$ cat config.mk
export PLATFORM = sky130hd
export DESIGN_NAME = fetch_queue_unit_flat
export DESIGN_NICKNAME = d
export VERILOG_FILES = /design/src/rtl/fetch_queue_unit_pkg.sv /design/src/rtl/fetch_queue_unit_if.sv /design/src/rtl/fetch_queue_unit_inst_fifo.sv /design/src/rtl/fetch_queue_unit.sv /design/src/flat_wrapper.sv
export SDC_FILE = /design/constraint.sdc
export NUM_CORES = 1
export LEC_CHECK = 0
export CORE_MARGIN = 10
export CORE_UTILIZATION = 39
export CTS_BUF_LIST = sky130_fd_sc_hd__clkbuf_4
export DETAILED_ROUTE_END_ITERATION = 8
export PLACE_DENSITY = 0.59
export SLEW_MARGIN = 20
export SYNTH_ARGS = -nofsm -noshare
export SYNTH_HDL_FRONTEND = slang
export SYNTH_SLANG_ARGS = --single-unit
$ cat constraint.sdc
create_clock -name clk -period 3.7 [get_ports clk]
set_input_delay 0.74 -clock clk [delete_from_list [all_inputs] [get_ports clk]]
set_output_delay 0.74 -clock clk [all_outputs]
set_load 0.005 [all_outputs]
$ cat src/rtl/fetch_queue_unit_pkg.sv
// Shared widths, constants, fetch state encodings and the queue entry layout
// for the prefetching instruction fetcher.
package fetch_queue_unit_pkg;

    localparam int unsigned ADDR_LEN = 32;
    localparam int unsigned INS_LEN  = 32;

    localparam logic TRUE  = 1'b1;
    localparam logic FALSE = 1'b0;

    localparam logic [ADDR_LEN-1:0] ZERO_ADDR = '0;

    localparam logic [0:0] StIdle  = 1'b0;
    localparam logic [0:0] StFetch = 1'b1;

    typedef struct packed {
        logic [INS_LEN-1:0]  inst;
        logic [ADDR_LEN-1:0] pc;
    } fq_entry_t;

endpackage

$ cat src/rtl/fetch_queue_unit_if.sv
// Instruction port between the fetcher (master) and memctrl (slave).
interface fetch_queue_unit_if;
    import fetch_queue_unit_pkg::*;

    logic [ADDR_LEN-1:0] pc_to_mc;
    logic                ena_to_mc;
    logic                drop_flag_to_mc;
    logic                ok_flag_from_mc;
    logic [INS_LEN-1:0]  inst_from_mc;

    modport master (
        output pc_to_mc,
        output ena_to_mc,
        output drop_flag_to_mc,
        input  ok_flag_from_mc,
        input  inst_from_mc
    );

    modport slave (
        input  pc_to_mc,
        input  ena_to_mc,
        input  drop_flag_to_mc,
        output ok_flag_from_mc,
        output inst_from_mc
    );

endinterface

$ cat src/rtl/fetch_queue_unit_inst_fifo.sv
// Prefetch FIFO of {inst, pc} entries with push/pop/flush; head entry is
// presented combinationally so the dispatch register can load it on pop.
module fetch_queue_unit_inst_fifo
    import fetch_queue_unit_pkg::*;
#(
    parameter int unsigned Depth = 4,
    parameter int unsigned PtrW  = 2
) (
    input  logic      clk,
    input  logic      rst,
    input  logic      push_i,
    input  logic      pop_i,
    input  logic      flush_i,
    input  fq_entry_t wdata_i,
    output fq_entry_t rdata_o,
    output logic      full_o,
    output logic      empty_o
);

    localparam int unsigned CntW = PtrW + 1;

    fq_entry_t           mem_q [Depth];
    logic [PtrW-1:0]     head_q, head_d;
    logic [PtrW-1:0]     tail_q, tail_d;
    logic [CntW-1:0]     count_q, count_d;

    assign rdata_o = mem_q[head_q];
    assign full_o  = (count_q == CntW'(Depth));
    assign empty_o = (count_q == '0);

    always_comb begin
        head_d  = head_q;
        tail_d  = tail_q;
        count_d = count_q;
        if (flush_i) begin
            head_d  = '0;
            tail_d  = '0;
            count_d = '0;
        end else begin
            // Pointer width equals log2(Depth), so increment wraps for free.
            if (push_i) tail_d = tail_q + 1'b1;
            if (pop_i)  head_d = head_q + 1'b1;
            if (push_i && !pop_i) begin
                count_d = count_q + 1'b1;
            end else if (pop_i && !push_i) begin
                count_d = count_q - 1'b1;
            end
        end
    end

    always_ff @(posedge clk) begin
        if (rst) begin
            head_q  <= '0;
            tail_q  <= '0;
            count_q <= '0;
        end else begin
            head_q  <= head_d;
            tail_q  <= tail_d;
            count_q <= count_d;
        end
    end

    always_ff @(posedge clk) begin
        if (!rst && push_i && !flush_i) begin
            mem_q[tail_q] <= wdata_i;
        end
    end

endmodule

$ cat src/rtl/fetch_queue_unit.sv
// Instruction fetcher with a prefetch queue: one outstanding memctrl request,
// registered dispatch from the queue head, ROB jump flushes everything.
module fetch_queue_unit
    import fetch_queue_unit_pkg::*;
#(
    parameter int unsigned         QUEUE_DEPTH = 4,
    parameter int unsigned         PTR_W       = 2,
    parameter logic [ADDR_LEN-1:0] RESET_PC    = ZERO_ADDR
) (
    input  logic                clk,
    input  logic                rst,
    input  logic                rdy,
    fetch_queue_unit_if.master  mc,
    input  logic                full_from_rs,
    input  logic                full_from_lsb,
    input  logic                full_from_rob,
    output logic                ok_flag_to_dsp,
    output logic [INS_LEN-1:0]  inst_to_dcd,
    output logic [ADDR_LEN-1:0] pc_to_dsp,
    input  logic                commit_jump_flag_from_rob,
    input  logic [ADDR_LEN-1:0] target_pc_from_rob
);

    logic [0:0]          state_q, state_d;
    logic [ADDR_LEN-1:0] fetch_pc_q, fetch_pc_d;
    logic                drop_q, drop_d;
    logic                ok_dsp_q, ok_dsp_d;
    logic [INS_LEN-1:0]  inst_dsp_q, inst_dsp_d;
    logic [ADDR_LEN-1:0] pc_dsp_q, pc_dsp_d;

    logic      ena;
    logic      fifo_push, fifo_pop, fifo_flush;
    logic      fifo_full, fifo_empty;
    logic      any_full;
    fq_entry_t push_entry, head_entry;

    assign any_full        = full_from_rs | full_from_lsb | full_from_rob;
    assign push_entry.inst = mc.inst_from_mc;
    assign push_entry.pc   = fetch_pc_q;

    assign mc.pc_to_mc        = fetch_pc_q;
    assign mc.ena_to_mc       = ena;
    assign mc.drop_flag_to_mc = drop_q;

    assign ok_flag_to_dsp = ok_dsp_q;
    assign inst_to_dcd    = inst_dsp_q;
    assign pc_to_dsp      = pc_dsp_q;

    always_comb begin
        state_d    = state_q;
        fetch_pc_d = fetch_pc_q;
        drop_d     = FALSE;
        ok_dsp_d   = FALSE;
        inst_dsp_d = inst_dsp_q;
        pc_dsp_d   = pc_dsp_q;
        ena        = FALSE;
        fifo_push  = FALSE;
        fifo_pop   = FALSE;
        fifo_flush = FALSE;
        if (rst) begin
            // Outputs stay quiet while reset is held; state is cleared by the flops.
            ena = FALSE;
        end else if (commit_jump_flag_from_rob) begin
            // Any memctrl response this cycle belongs to the abandoned path.
            fetch_pc_d = target_pc_from_rob;
            fifo_flush = TRUE;
            state_d    = StIdle;
            drop_d     = TRUE;
        end else if (rdy) begin
            unique case (state_q)
                StIdle: begin
                    if (!fifo_full) begin
                        ena     = TRUE;
                        state_d = StFetch;
                    end
                end
                StFetch: begin
                    if (mc.ok_flag_from_mc) begin
                        fifo_push  = TRUE;
                        fetch_pc_d = fetch_pc_q + ADDR_LEN'(4);
                        state_d    = StIdle;
                    end
                end
            endcase
            if (!any_full && !fifo_empty) begin
                fifo_pop   = TRUE;
                ok_dsp_d   = TRUE;
                inst_dsp_d = head_entry.inst;
                pc_dsp_d   = head_entry.pc;
            end
        end
    end

    always_ff @(posedge clk) begin
        if (rst) begin
            state_q    <= StIdle;
            fetch_pc_q <= RESET_PC;
            drop_q     <= FALSE;
            ok_dsp_q   <= FALSE;
            inst_dsp_q <= '0;
            pc_dsp_q   <= ZERO_ADDR;
        end else begin
            state_q    <= state_d;
            fetch_pc_q <= fetch_pc_d;
            drop_q     <= drop_d;
            ok_dsp_q   <= ok_dsp_d;
            inst_dsp_q <= inst_dsp_d;
            pc_dsp_q   <= pc_dsp_d;
        end
    end

    fetch_queue_unit_inst_fifo #(
        .Depth (QUEUE_DEPTH),
        .PtrW  (PTR_W)
    ) u_inst_fifo (
        .clk     (clk),
        .rst     (rst),
        .push_i  (fifo_push),
        .pop_i   (fifo_pop),
        .flush_i (fifo_flush),
        .wdata_i (push_entry),
        .rdata_o (head_entry),
        .full_o  (fifo_full),
        .empty_o (fifo_empty)
    );

endmodule
$ cat src/flat_wrapper.sv
// flat-port wrapper written by rule: the top's interface ports become plain ports
module fetch_queue_unit_flat import fetch_queue_unit_pkg::*;
#(
    parameter int unsigned         QUEUE_DEPTH = 4,
    parameter int unsigned         PTR_W       = 2,
    parameter logic [ADDR_LEN-1:0] RESET_PC    = ZERO_ADDR
)
  (clk, rst, rdy, full_from_rs, full_from_lsb, full_from_rob, ok_flag_to_dsp, inst_to_dcd, pc_to_dsp, commit_jump_flag_from_rob, target_pc_from_rob, mc_pc_to_mc, mc_ena_to_mc, mc_drop_flag_to_mc, mc_ok_flag_from_mc, mc_inst_from_mc);
  fetch_queue_unit_if mc_i ();
  input  logic clk;
  input  logic rst;
  input  logic rdy;
  input  logic full_from_rs;
  input  logic full_from_lsb;
  input  logic full_from_rob;
  output logic ok_flag_to_dsp;
  output logic [INS_LEN-1:0] inst_to_dcd;
  output logic [ADDR_LEN-1:0] pc_to_dsp;
  input  logic commit_jump_flag_from_rob;
  input  logic [ADDR_LEN-1:0] target_pc_from_rob;
  output wire logic [$bits(mc_i.pc_to_mc)-1:0] mc_pc_to_mc;
  output wire logic [$bits(mc_i.ena_to_mc)-1:0] mc_ena_to_mc;
  output wire logic [$bits(mc_i.drop_flag_to_mc)-1:0] mc_drop_flag_to_mc;
  input wire logic [$bits(mc_i.ok_flag_from_mc)-1:0] mc_ok_flag_from_mc;
  input wire logic [$bits(mc_i.inst_from_mc)-1:0] mc_inst_from_mc;
  assign mc_pc_to_mc = mc_i.pc_to_mc;
  assign mc_ena_to_mc = mc_i.ena_to_mc;
  assign mc_drop_flag_to_mc = mc_i.drop_flag_to_mc;
  assign mc_i.ok_flag_from_mc = mc_ok_flag_from_mc;
  assign mc_i.inst_from_mc = mc_inst_from_mc;
  fetch_queue_unit #(.QUEUE_DEPTH(QUEUE_DEPTH), .PTR_W(PTR_W), .RESET_PC(RESET_PC)) u_core (.clk(clk), .rst(rst), .rdy(rdy), .mc(mc_i), .full_from_rs(full_from_rs), .full_from_lsb(full_from_lsb), .full_from_rob(full_from_rob), .ok_flag_to_dsp(ok_flag_to_dsp), .inst_to_dcd(inst_to_dcd), .pc_to_dsp(pc_to_dsp), .commit_jump_flag_from_rob(commit_jump_flag_from_rob), .target_pc_from_rob(target_pc_from_rob));
endmodule
After elaboration in Yosys (flattened, before gate mapping):

Memories as Yosys holds them, arrays and structs flattened. A register that Yosys moved wholly into a read port is not among the register bits.
Cells that the tools add are included.

* ROM bits: 0
* RAM bits: 256
* word-level logic and storage cells: 64
* output and inout bits: 99
* memories: 1
* latch bits: 0
* bits in registers: 42

Memories
* u_core.u_inst_fifo.mem_q: depth 4, width 64, read ports 1, clocked after Yosys merged registers in 1, write ports 1, RTL line fetch_queue_unit_inst_fifo.sv:22 `fq_entry_t mem_q [Depth];`

* multipliers: 0
* shift-type cells: 0
* magnitude comparators: 0
* bitwise gates (word level): 4
* multiplexer cells: 26
* reductions and logical operators: 20
* eq/ne operators: 1
* div/mod/pow operators: 0
* add/sub/neg operators: 5

Operator list (number)
* two-way mux 32 bit: 4
* adder 32 x 3 -> 32 bit (second input constant): 1
* two-way mux 1 bit: 19
* nonzero test 2 bit: 4
* logical NOT 1 bit: 6
* two-way mux 3 bit: 2
* AND reduction 3 bit: 2
* logical AND 1 bit: 5
* adder 2 x 1 -> 2 bit (second input constant): 2
* OR reduction 2 bit: 2
* adder 3 x 1 -> 3 bit (second input constant): 1
* == test 3 bit (second input constant): 1
* logical NOT 3 bit: 1
* subtractor 3 x 1 -> 3 bit (second input constant): 1
* inverter 1 bit: 2
* bitwise OR 1 bit: 2
* case mux 1 bit (2 select lines): 1

Logic depth before layout (Yosys ltp):

* word-level depth: 11
* gate-level depth with buffers: 10

Hierarchy:

From an unflattened synthesis, not the netlist that was laid out.

* cells, all modules: 900
* area, all modules: 13885.8 sq um

By module, submodules not included
* fetch_queue_unit_inst_fifo: sequential area each 7867.5 sq um, area an instance 9749.4 sq um, times used 1, cells an instance 380
* fetch_queue_unit: sequential area each 1981.9 sq um, area an instance 4136.5 sq um, times used 1, cells an instance 520

Worst setup path before layout:

OpenSTA, ideal clock, no wires.

* path kind: input port to flip-flop
* start: input port commit_jump_flag_from_rob
* end: memory u_core.u_inst_fifo.mem_q[0][0] (netlist bit) (enable)
* slack: 322 ps
* library setup time: 429 ps
* stages on the path: 4
* arrival: 2949 ps
* data required time: 3271 ps
* cell sequence: clkbuf_1 > buf_1 > nor2_1 > and3_1

* longest elaborated chain between the ends: 6

Ends and longest elaborated chain
* start, declared: RTL line flat_wrapper.sv:19 `input logic commit_jump_flag_from_rob;`
* two-way mux 1 bit: RTL line fetch_queue_unit.sv:63 `end else if (commit_jump_flag_from_rob) begin`
* two-way mux 1 bit (on tied branches)
* logical AND 1 bit or logical NOT 1 bit (tied branches): RTL line fetch_queue_unit_inst_fifo.sv:64 `if (!rst && push_i && !flush_i) begin`
* logical AND 1 bit *: RTL line fetch_queue_unit_inst_fifo.sv:64
* two-way mux 1 bit *: RTL line fetch_queue_unit_inst_fifo.sv:64
* two-way mux 1 bit (implied by the code) *: RTL line fetch_queue_unit_inst_fifo.sv:65 `mem_q[tail_q] <= wdata_i;`
* end, declared: RTL line fetch_queue_unit_inst_fifo.sv:22

Every way passes the cells marked *; elsewhere a longest branch is shown, timed or not.

Worst setup path after layout:

* start: input port rdy
* end: output port mc_ena_to_mc

* longest elaborated chain between the ends: 3

Ends and longest elaborated chain
* start, declared: RTL line flat_wrapper.sv:12 `input logic rdy;`
* two-way mux 1 bit: RTL line fetch_queue_unit.sv:69 `end else if (rdy) begin`
* two-way mux 1 bit: RTL line fetch_queue_unit.sv:63
* two-way mux 1 bit: RTL line fetch_queue_unit.sv:60 `if (rst) begin`
* end, declared: RTL line flat_wrapper.sv:22 `output wire logic [$bits(mc_i.ena_to_mc)-1:0] mc_ena_to_mc;`

No other way between the ends.

==> run_results.csv <==
group,metric,value,unit
final_layout,final-seq-area,9817,µm²
final_layout,nets,1231,
setup_path,r2r_cells,5,
power,pwr-share-seq,52.9,%
power,p_leak,0.005735,µW
clock_network,cts.sinks,362,
clock_network,cts_hold_buf,0,
synth,synth_seq_cells,362,
clock_network,numCtsBuffers,98,
routing,viasPerCell,5.115,
timing,worst_slack,0.4011,ns
global_route,grt_max_degree,75,
synth,ys_seq_area_share,71.31,%
power,intPower,6598,µW
min_path,holdCritPathClass,"register to register",
floorplan,fp.dieH,207.8,µm
floorplan,num_rows,68,
setup_path,timing.rr.start,"u_core.mc.pc_to_mc[2]",
synth,synthArstFlopShare,0,%
routing,remaining_drc_errors,0,
routing,wire_per_inst,20.31,µm
timing,tns,0,ns
synth,syn_area_per_cell,15.23,µm²
clock_network,cts.clk_slew.worst_paths,0.06,ns
timing,max-slew-margin-rel,42.49,%
timing,period_needed,3.299,ns
place,place_ws,0.4351,ns
clock_network,clock_path_buffers,3,
setup_path,critical_path.max_fanout,6,
power,power_frac_clock,44.0,%
final_layout,multi_input_area,3712,µm²
synth,syn_area,13760,µm²
synth,yosysWarnings,0,
timing,fin_crit_sh,89.16,%
clock_network,cts_setup_buffers,0,
timing,tightest_slew,0.8626,ns
place,gp_congestion,0.7811,
floorplan,pin_count,171,
synth,syn_inst,903,
place,place_inst,1507,
global_route,gr-total-overflow,0,
floorplan,die-area,43190,µm²
clock_network,ctsHtreeMaxLevel,3,
place,dpl.hpwl,21.87,mm
timing,rsz0062_at_grt,"false",
floorplan,start_util,39.63,%
min_path,hold_depth,2,
final_layout,instances_no_fill,1693,
place,portBuffers,170,
status,status,"finished clean",
synth,synth_cell_types,51,
timing,setup_viol,0,
power,ir_worst_vdd,253.6,µV
clock_network,cts_tree,"built",
timing,fin_skew,0.05108,ns
timing,max_freq,0.3031,GHz
global_route,grtUsageTotal,15.89,%
synth,synth_flop_cell,"edfxtp_1",
power,powerDensity,478.1,nW/µm²
power,power.switching,1788,µW
global_route,grt_antenna_before_repair,1,
routing,ant_nets,0,
clock_network,ctsResizeCount,0,
setup_path,critical_path_arrival,2.56,ns
job,maxCapViolations,0,
power,swShare,21.32,%
min_path,hold-path-endpoint,"u_core.pc_to_dsp[8]",
clock_network,clkLatencyLatePin,0.76,ns
setup_path,path_class,"primary input to primary output",
floorplan,die_x,207.8,µm
setup_path,worstSetupEndpointType,"primary output",
setup_path,start_kind,"primary input",
timing,maxSlewViolCount,0,
routing,dr.pass1.iters,5,
routing,drtIter0Drc,497,
global_route,grt_pass1_wl,54.00,mm
final_layout,num-fill-cells,3020,
min_path,worstHoldStart,"u_core.pc_to_dsp[8]",
clock_network,root_buffer,"clkbuf_4",
routing,vias,8660,
setup_path,r2r-end,"u_core.mc.pc_to_mc[22]",
floorplan,core-area,34710,µm²
timing,hold-worst-slack,0.4524,ns
setup_path,cp.required,2.96,ns
synth,syn_nets,982,
final_layout,drive_above_1_share,22.65,%
global_route,grt_pass1_vias,9093,
timing,hold_viol,0,
final_layout,syn_to_final_growth,27.50,%
power,combPwrFrac,3.1,%
routing,wirelength,34.38,mm
setup_path,reg2reg_slack,1.11,ns
synth,synth_edf_count,256,
==> synthesized netlist by cell type (all sizes together) (2+ instances only) <==
cell type	instances	area, µm²
edfxtp	256	7687
nand2	147	551.8
dfxtp	106	2122
a21oi	73	365.4
mux4	64	1441
clkbuf	35	132.6
nor2	32	120.1
inv	20	75.07
a211oi	15	112.6
buf	15	65.06
nor3	14	75.07
and3	13	81.33
a2111oi	11	97.59
nand3	11	60.06
xnor2	10	87.58
a311oi	9	78.83
nand4	8	62.56
nor4	8	56.30
and4	6	52.55
ha	6	75.07
or3	5	31.28
nor2b	4	25.02
o21ai	4	20.02
a221o	3	30.03
mux2i	3	30.03
xor2	3	26.28
a221oi	2	17.52
and2	2	12.51
nand3b	2	15.01
nor4bb	2	20.02
or2	2	12.51
==> power by group through the flow <==
stage | combinational (µW) | clock (µW) | sequential, µW
floorplan | 81.4 | 0 | 4500
global placement | 262 | 0 | 4520
detailed placement | 265 | 0 | 4520
CTS | 267 | 3830 | 4440
global route | 285 | 4070 | 4440
finish | 263 | 3690 | 4430
==> through the flow <==
step / instance area, µm² / utilization (%) / power [µW]
floorplan: 13760 / - / 4580
global placement: 16190 / 46.63 / 4784
detailed placement: 16190 / 46.63 / 4789
CTS: 17540 / 50.52 / 8528
global route: 17540 / 50.53 / 8799
finish: 17540 / 50.53 / 8386
==> layout by cell type (no fill, tap or decap), types with 3 or more instances in the layout <==
cell type and n:
a2111oi_0 10, a211oi_1 15, a21oi_1 73, a221o_1 3, a311oi_1 9, and3_1 9, and3_4 4, and4_1 6
buf_12 8, buf_4 22, clkbuf_4 160, clkdlybuf4s50_1 168, clkinv_1 17, dfxtp_1 104, edfxtp_1 256, ha_1 6
inv_1 19, inv_2 3, mux2i_1 3, mux4_2 64, nand2_1 147, nand3_1 10, nand4_1 6, nor2_1 32
nor2b_1 4, nor3_1 13, nor4_1 6, o21ai_0 4, or3_1 4, xnor2_1 10, xor2_1 3
==> logic make-up after synthesis <==
kind of cell / count (synthesis) / share of synthesized area, %
AO/OA/AOI/OAI: 125 / 5.757
XOR/XNOR: 13 / 0.8277
buffers and inverters: 70 / 1.983
flip-flops: 362 / 71.31
adder cells (fa/ha/maj): 7 / 0.6912
AND/OR/NAND/NOR: 259 / 8.740
multiplexers: 67 / 10.70
==> flip-flops by register name, summed over array words and instances (netlist names) <==
| name | cells |
|---|---|
| u_core.u_inst_fifo.mem_q | 256 |
| u_core.inst_to_dcd | 32 |
| u_core.mc.pc_to_mc | 32 |
| u_core.pc_to_dsp | 32 |
| u_core.u_inst_fifo.count_q | 3 |
| u_core.u_inst_fifo.head_q | 2 |
| u_core.u_inst_fifo.tail_q | 2 |
| u_core.mc.drop_flag_to_mc | 1 |
| u_core.ok_flag_to_dsp | 1 |
| u_core.state_q | 1 |
==> per-layer routing <==
layer / vias up / global-route usage (%) / share of wire, %
li1: 4031 / - / -
met1: 4320 / 21.06 / 45
met2: 276 / 24.40 / 47
met3: 33 / 4.708 / 6.8
met4: 0 / 5.380 / 1.4
met5: - / 0 / 0
==> worst max path at each step <==
| stage | startpoint | to | slack, ns | cells after the start |
|---|---|---|---|---|
| finish | rdy | mc_ena_to_mc | 0.40 | 5 |
| global route | u_core.u_inst_fifo.count_q[0] | mc_ena_to_mc | 0.21 | 3 |
| global placement | rdy | u_core.u_inst_fifo.count_q[2] | 0.47 | 10 |
| floorplan | commit_jump_flag_from_rob | u_core.u_inst_fifo.mem_q[0][0] | 0.32 | 4 |
| CTS | u_core.u_inst_fifo.count_q[0] | mc_ena_to_mc | 0.37 | 3 |
| detailed placement | rdy | u_core.u_inst_fifo.count_q[2] | 0.44 | 10 |
==> cell type report <==
cell class	count	area share (%)
well taps	455	3.246
inverters	20	0.4280
clock buffers	160	6.848
diodes	2	0.02853
multi-input cells	471	21.16
clock inverters	24	0.8488
repair buffers	199	11.47
flip-flops and latches	362	55.97
==> worst max-delay path, stage by stage <==
cell,delay [ns]
clkdlybuf4s50_1,0.47
buf_4,0.17
inv_1,0.04
a2111oi_0,0.49
clkdlybuf4s50_1,0.64
Power figures use the tool's default switching activity.
